File: config.mk
export PLATFORM = sky130hd
export DESIGN_NAME = serial_sub_8bit
export DESIGN_NICKNAME = d
export VERILOG_FILES = /design/src/rtl/serial_sub_8bit.sv
export SDC_FILE = /design/constraint.sdc
export NUM_CORES = 1
export LEC_CHECK = 0
export BUFFER_PORTS_ARGS = -buffer_cell sky130_fd_sc_hd__buf_4
export CAP_MARGIN = 15
export CORE_MARGIN = 3
export CORE_UTILIZATION = 58
export DETAILED_ROUTE_END_ITERATION = 8
export PLACE_DENSITY = 0.83
export SLEW_MARGIN = 40
export SYNTH_ARGS = -nofsm -noshare
export SYNTH_HDL_FRONTEND = slang
export SYNTH_SLANG_ARGS = --single-unit
File: constraint.sdc
create_clock -name clk -period 2.5 [get_ports clk]
set_input_delay 0.125 -clock clk [delete_from_list [all_inputs] [get_ports clk]]
set_output_delay 0.125 -clock clk [all_outputs]
set_load 0.01 [all_outputs]
File: src/rtl/serial_sub_8bit.sv
// serial_sub_8bit: bit-serial two's-complement subtractor, diff = a - b.
// One full-subtractor cell walks the operands LSB first, one bit per clock,
// behind a valid/ready operand port and a valid/ready result port.
module serial_sub_8bit #(
  parameter int W  = 8,
  parameter int CW = 3
) (
  input  logic         clk,
  input  logic         rst_n,
  input  logic [W-1:0] a,
  input  logic [W-1:0] b,
  input  logic         in_valid,
  output logic         in_ready,
  output logic [W-1:0] diff,
  output logic         borrow_out,
  output logic         out_valid,
  input  logic         out_ready
);

  typedef enum logic [1:0] {
    S_IDLE = 2'd0,
    S_RUN  = 2'd1,
    S_DONE = 2'd2
  } st_t;

  st_t          st, st_nx;
  logic [W-1:0] sa, sb, res;
  logic [CW-1:0] cnt;
  logic         borrow;
  logic [W-1:0] diff_q;
  logic         bout_q;

  // full-subtractor cell on the current LSBs
  logic d, bnx, last;
  assign d    = sa[0] ^ sb[0] ^ borrow;
  assign bnx  = (~sa[0] & sb[0]) | (~(sa[0] ^ sb[0]) & borrow);
  assign last = (cnt == CW'(W-1));

  assign in_ready   = (st == S_IDLE);
  assign out_valid  = (st == S_DONE);
  assign diff       = diff_q;
  assign borrow_out = bout_q;

  // state register
  always_ff @(posedge clk) begin
    if (!rst_n) st <= S_IDLE;
    else        st <= st_nx;
  end

  // next-state: capture in IDLE, W serial steps in RUN, handshake out in DONE
  always_comb begin
    st_nx = st;
    case (st)
      S_IDLE:  if (in_valid)  st_nx = S_RUN;
      S_RUN:   if (last)      st_nx = S_DONE;
      S_DONE:  if (out_ready) st_nx = S_IDLE;
      default:                st_nx = S_IDLE;
    endcase
  end

  // datapath: operand capture, serial shift, result latch on the final bit
  always_ff @(posedge clk) begin
    if (!rst_n) begin
      sa     <= '0;
      sb     <= '0;
      res    <= '0;
      cnt    <= '0;
      borrow <= 1'b0;
      diff_q <= '0;
      bout_q <= 1'b0;
    end else begin
      case (st)
        S_IDLE: begin
          if (in_valid) begin
            sa     <= a;
            sb     <= b;
            borrow <= 1'b0;
            cnt    <= '0;
          end
        end
        S_RUN: begin
          sa     <= sa >> 1;
          sb     <= sb >> 1;
          res    <= {d, res[W-1:1]};
          borrow <= bnx;
          cnt    <= cnt + CW'(1);
          // the last bit lands straight in the output register so diff is
          // stable for the whole DONE phase
          if (last) begin
            diff_q <= {d, res[W-1:1]};
            bout_q <= bnx;
          end
        end
        default: ;
      endcase
    end
  end

endmodule

# Word level (Yosys, flattened, before mapping)
# Cells that the tools add are included.
[totals] wordCells=39 output_inout_bits=11 reg_bits=39 input_bits=20
[op_classes] n_reduce_logical=5 bitwise_logic=7 mux=12 eq_ne=6 n_addsub=1
[ops] operator="one-hot mux 8 bit (2 select lines)" n=2
[ops] operator="2-to-1 mux 8 bit" n=2
[ops] operator="2-to-1 mux 2 bit" n=3
[ops] operator="one-hot mux 2 bit (3 select lines)" n=1
[ops] operator="one-hot mux 3 bit (2 select lines)" n=1
[ops] operator="inequality test 2 bit, second input constant" n=2
[ops] operator="AND reduction 2 bit" n=2
[ops] operator="adder 3 x 1 -> 3 bit, second input constant" n=1
[ops] operator="== test 3 bit, second input constant" n=1
[ops] operator="2-to-1 mux 3 bit" n=1
[ops] operator="AND reduction 3 bit" n=1
[ops] operator="AND 1 bit" n=2
[ops] operator="== test 2 x 1 -> 1 bit, second input constant" n=1
[ops] operator="== test 2 bit, second input constant" n=1
[ops] operator="zero test 2 bit" n=1
[ops] operator="inequality test 2 x 1 -> 1 bit, second input constant" n=1
[ops] operator="NOT 1 bit" n=2
[ops] operator="one-hot mux 1 bit (2 select lines)" n=1
[ops] operator="nonzero test 2 bit" n=1
[ops] operator="XOR 1 bit" n=2
[ops] operator="2-to-1 mux 1 bit" n=1
[ops] operator="OR 1 bit" n=1

# Longest topological paths before layout
[depth] depth_word=5 mapped_depth=6

# Worst setup path after synthesis
# OpenSTA, ideal clock, no wires.
[synth_path] path_kind="register -> register" from="register cnt[0]" to="register bout_q (netlist: borrow_out)" setup_ns=0.116 setup_slack_ns=1.172 path_buffers=1 path_stages_with_launch=6 t_arrival_ns=1.212 period_less_slack_ns=1.328 path_cell_list="dfxtp_1 ha_1 ha_1 and3b_1 buf_2 o211a_1"
[synth_between] elab_chain_cells=2
[synth_lines] item="from (decl)" line_no="28" rtl="logic [CW-1:0] cnt;"
[synth_lines] item="from (signal assigned)" line_no="86" rtl="cnt <= cnt + CW'(1);"
[synth_lines] item="== test 3 bit" line_no="37" rtl="assign last = (cnt == CW'(W-1));"
[synth_lines] item="AND reduction 2 bit (no source line)"
[synth_lines] item="to (signal assigned)" line_no="91" rtl="bout_q <= bnx;"
[synth_lines] item="to (decl)" line_no="31" rtl="logic bout_q;"
# No other way between the ends.
# A chain may end at the register's enable or synchronous reset.

# Worst setup path in the final report
[layout_path] from="register st[1]" to="register cnt[0]"
[layout_between] elab_chain_cells=3
[layout_lines] item="from (decl)" line_no="26" rtl="st_t st, st_nx;"
[layout_lines] item="from (signal assigned)" line_no="47" rtl="else st <= st_nx;"
[layout_lines] item="== test 2 x 1 -> 1 bit or zero test 2 bit (tied branches)" line_no="72" rtl="case (st)"
[layout_lines] item="nonzero test 2 bit (no source line) or inequality test 2 bit (tied branches)"
[layout_lines] item="AND reduction 2 bit (no source line)"
# Several ways; a longest one is shown, not always the timed one.

==> results.txt <==
----------------------------------------------------
[Drt]
  DR vias ... 1255
  Post-detailed-route via-to-cell ratio ... 5.53
  DRC Markers ... 0
  Wire length after detailed routing ... 3110 um
  1st-pass router iterations ... 4
  Iteration-0 DRC count of the detailed router ... 62
  WL/cell ... 13.7 um
  Final antenna-violating net count ... 0

[Synthesis]
  Syn. warnings ... 0
  Async set-reset flop share out of synthesis ... 0
  Leading cell types by count after synthesis ... sky130_fd_sc_hd__dfxtp_1, sky130_fd_sc_hd__nand2_1, sky130_fd_sc_hd__nor2_1
  Top cell type by total area after synthesis ... sky130_fd_sc_hd__dfxtp_1
  Post-synthesis share of cell area spent on and, or, nand and nor gates ... 0.199
  Sequential-to-total area share from yosys stat ... 0.472
  Share of synthesized cell area in full adder, half adder and majority cells ... 0.0280
  Net count after synthesis ... 194
  Combined area of all synthesized cells ... 0.00161 mm2
  Count of flip-flops with a built-in enable after synthesis ... 0
  Combinational family with the most area after synthesis ... compound AO/OA/AOI/OAI gates
  Proportion of synthesized area in mux cells ... 0.0124
  Share of the synthesized area in the top cell type ... 0.472
  Number of distinct library cell variants in the gate-level netlist after synthesis ... 29
  Compound-Gate Fraction of Synth Area ... 0.232
  Most used flip-flop cell after synthesis ... sky130_fd_sc_hd__dfxtp_1
  Synth Area in XOR/XNOR ... 0
  Mean area per synthesized cell ... 9.42 um2
  Synth Register Bits ... 38
  Gate Count Post-Synth ... 171
  Leading post-synthesis cells by cell area ... sky130_fd_sc_hd__dfxtp_1, sky130_fd_sc_hd__o221ai_2, sky130_fd_sc_hd__nand2_1
  Top-count cell post-synth ... sky130_fd_sc_hd__dfxtp_1

[Timing]
  Final cycle utilization of the critical path ... 0.627
  Number of max-slew violations in the final report ... 0
  Setup repair after global routing missed its margin ... false
  Tmin final ... 1570 ps
  Transition time at the pin with the least slew margin ... 643 ps
  Worst hold margin ... 62.9 ps
  Worst slew margin relative to its limit ... 0.571
  Sum of negative setup slack ... 0 ps
  Maximum frequency from static timing analysis ... 638 MHz
  Hold Vio Cnt, Final ... 0
  Total of endpoints with negative setup slack in the final report ... 0
  Worst-case clock skew ... 4.26 ps

[Power and ir drop]
  Total power divided by cell area ... 598 mW/mm2
  IR drop worst, VDD ... 585 uV
  LEAKAGE ... 0.732 nW
  Power consumption ... 1.11 mW

[Setup path]
  Startpoint type of the worst setup path ... register
  Critical path capture point type ... register
  Kind of critical path ... reg -> reg
  Crit-path cells ... nand2b_1 > buf_4 > mux2i_1 > and2_1
  Critical path peak fanout ... 15
  Data arrival time of the critical path ... 1810 ps
  CP Depth ... 4
  R2r worst-path depth ... 4
  Kind of cell adding the most delay to the critical path ... simple AND/OR/NAND/NOR gates
  Cell with the largest stage delay on the worst path ... sky130_fd_sc_hd__dfxtp_1
  Max incr delay on CP ... 500 ps
  CP bufs+invs ... 1
  Required time of the critical path ... 2740 ps

[Floorplanning]
  Top-Level Pins ... 31
  Number of rows in the core area ... 18
  Starting density of the core ... 0.628
  Die height ... 58.7 um
  Overall die area ... 0.00345 mm2
  Die boundary width ... 58.7 um
  Placeable Area ... 0.00257 mm2

[Place]
  Port bufs ... 30
  Placement-stage cell area ... 0.00180 mm2
  Detail Placement HPWL ... 2240 um
  RD Place Congestion ... 0.732

[Clocking]
  Number of gates given a new drive strength after cts ... 0
  CTS tree ... built
  Total clock sinks ... 38
  Clock transition at the registers of the reported paths ... 110 ps
  Clock latency on the worst-skew pair ... 340 ps
  CTS H-tree lvls ... 2
  Max clock buf depth ... 2
  Clock buffer count from CTS ... 5
  Hold buffer count at CTS ... 0
  Post-CTS Setup Bufs ... 0
  Library cell used as clock root buffer ... sky130_fd_sc_hd__clkbuf_4

[Min path]
  Hold crit path type ... in -> reg
  Min-Delay Path Depth ... 3

[GRT]
  Overflow after GRT ... 0
  Largest net degree at the start of global routing ... 39
  Wire length of the first global-routing pass ... 5190 um
  Overall track demand over capacity in global routing ... 0.201
  Via count of the first global-routing pass ... 1201
  Initial antenna violation count ... 0

[Cells and area]
  Layout cells sized above 1 ... 0.249
  Post-layout net count ... 219
  Antenna fix cells ... 0
  Number of fillers in the final layout ... 191
  Final std cell area, no fill ... 0.00186 mm2
  Area overhead of the layout relative to synthesis ... 15.5%

[Flow run]
  Number of max-cap violations ... 0

[Run status]
  Outcome ... complete, no violations

----------------------------------------------------
[per-stage QoR]
step / util / setup WS (ps) / instances
detailed placement: 0.702 / 961 / 219
CTS: 0.725 / 942 / 227
finish: 0.725 / 932 / 227
global route: 0.725 / 837 / 227
floorplan: - / 1170 / 171
global placement: 0.702 / 1020 / 219
[tightest hold or removal path, cell delays in order]
cell and delay (ps):
sky130_fd_sc_hd__buf_4 80, sky130_fd_sc_hd__a22oi_1 60, sky130_fd_sc_hd__nor2b_1 110
[layout by cell type (no fill, tap or decap), types with 2 or more instances in the layout]
cell / count
sky130_fd_sc_hd__dfxtp_1: 38
sky130_fd_sc_hd__nand2_1: 31
sky130_fd_sc_hd__buf_4: 31
sky130_fd_sc_hd__nor2_1: 27
sky130_fd_sc_hd__a21boi_0: 15
sky130_fd_sc_hd__o221ai_2: 10
sky130_fd_sc_hd__nor2b_1: 7
sky130_fd_sc_hd__clkbuf_4: 5
sky130_fd_sc_hd__a22oi_1: 4
sky130_fd_sc_hd__o221ai_1: 4
sky130_fd_sc_hd__inv_1: 3
sky130_fd_sc_hd__mux2i_1: 2
sky130_fd_sc_hd__nor3b_1: 2
sky130_fd_sc_hd__and2_1: 2
sky130_fd_sc_hd__ha_1: 2
[cell families (layout without fill, tap and decap cells)]
family          after synthesis  count (layout)
compound gates               39              39
simple gates                 73              73
fa+ha+maj                     3               3
flops                        38              38
mux                           2               2
buf+inv                      16              42
[power breakdown]
group	total (mW)	internal, mW	switching [mW]
registers	0.654	0.633	0.0209
clock network	0.332	0.136	0.196
logic	0.127	0.0613	0.0660
[flip-flops by register name (all words and copies together), names as in the netlist]
name / count
cnt: 3
st: 2
diff: 8
sa: 8
borrow_out: 1
borrow: 1
sb: 8
res: 7
[worst paths after layout]
path         startpoint       to  slack (ps)
max               st[1]   cnt[0]         930
min reg2reg     diff[3]  diff[3]         470
max reg2reg       st[1]   cnt[0]         930
min                b[7]    sb[7]          60
[metal layers]
layer | routed length [um] | GRT usage
met2 | 1540 | 0.332
met5 | 0 | 0
met1 | 1300 | 0.218
met3 | 194 | 0.0768
met4 | 82 | 0.120
[cell type report]
type                    count  area [um2]  area share
multi-input cells         117         759       0.408
repair buffers             31         233       0.125
clock inverters             1        5.00     0.00269
flip-flops and latches     38         761       0.409
clock buffers               7        55.1      0.0296
well taps                  30        37.5      0.0202
inverters                   3        11.3     0.00605
Power figures use the tool's default switching activity.
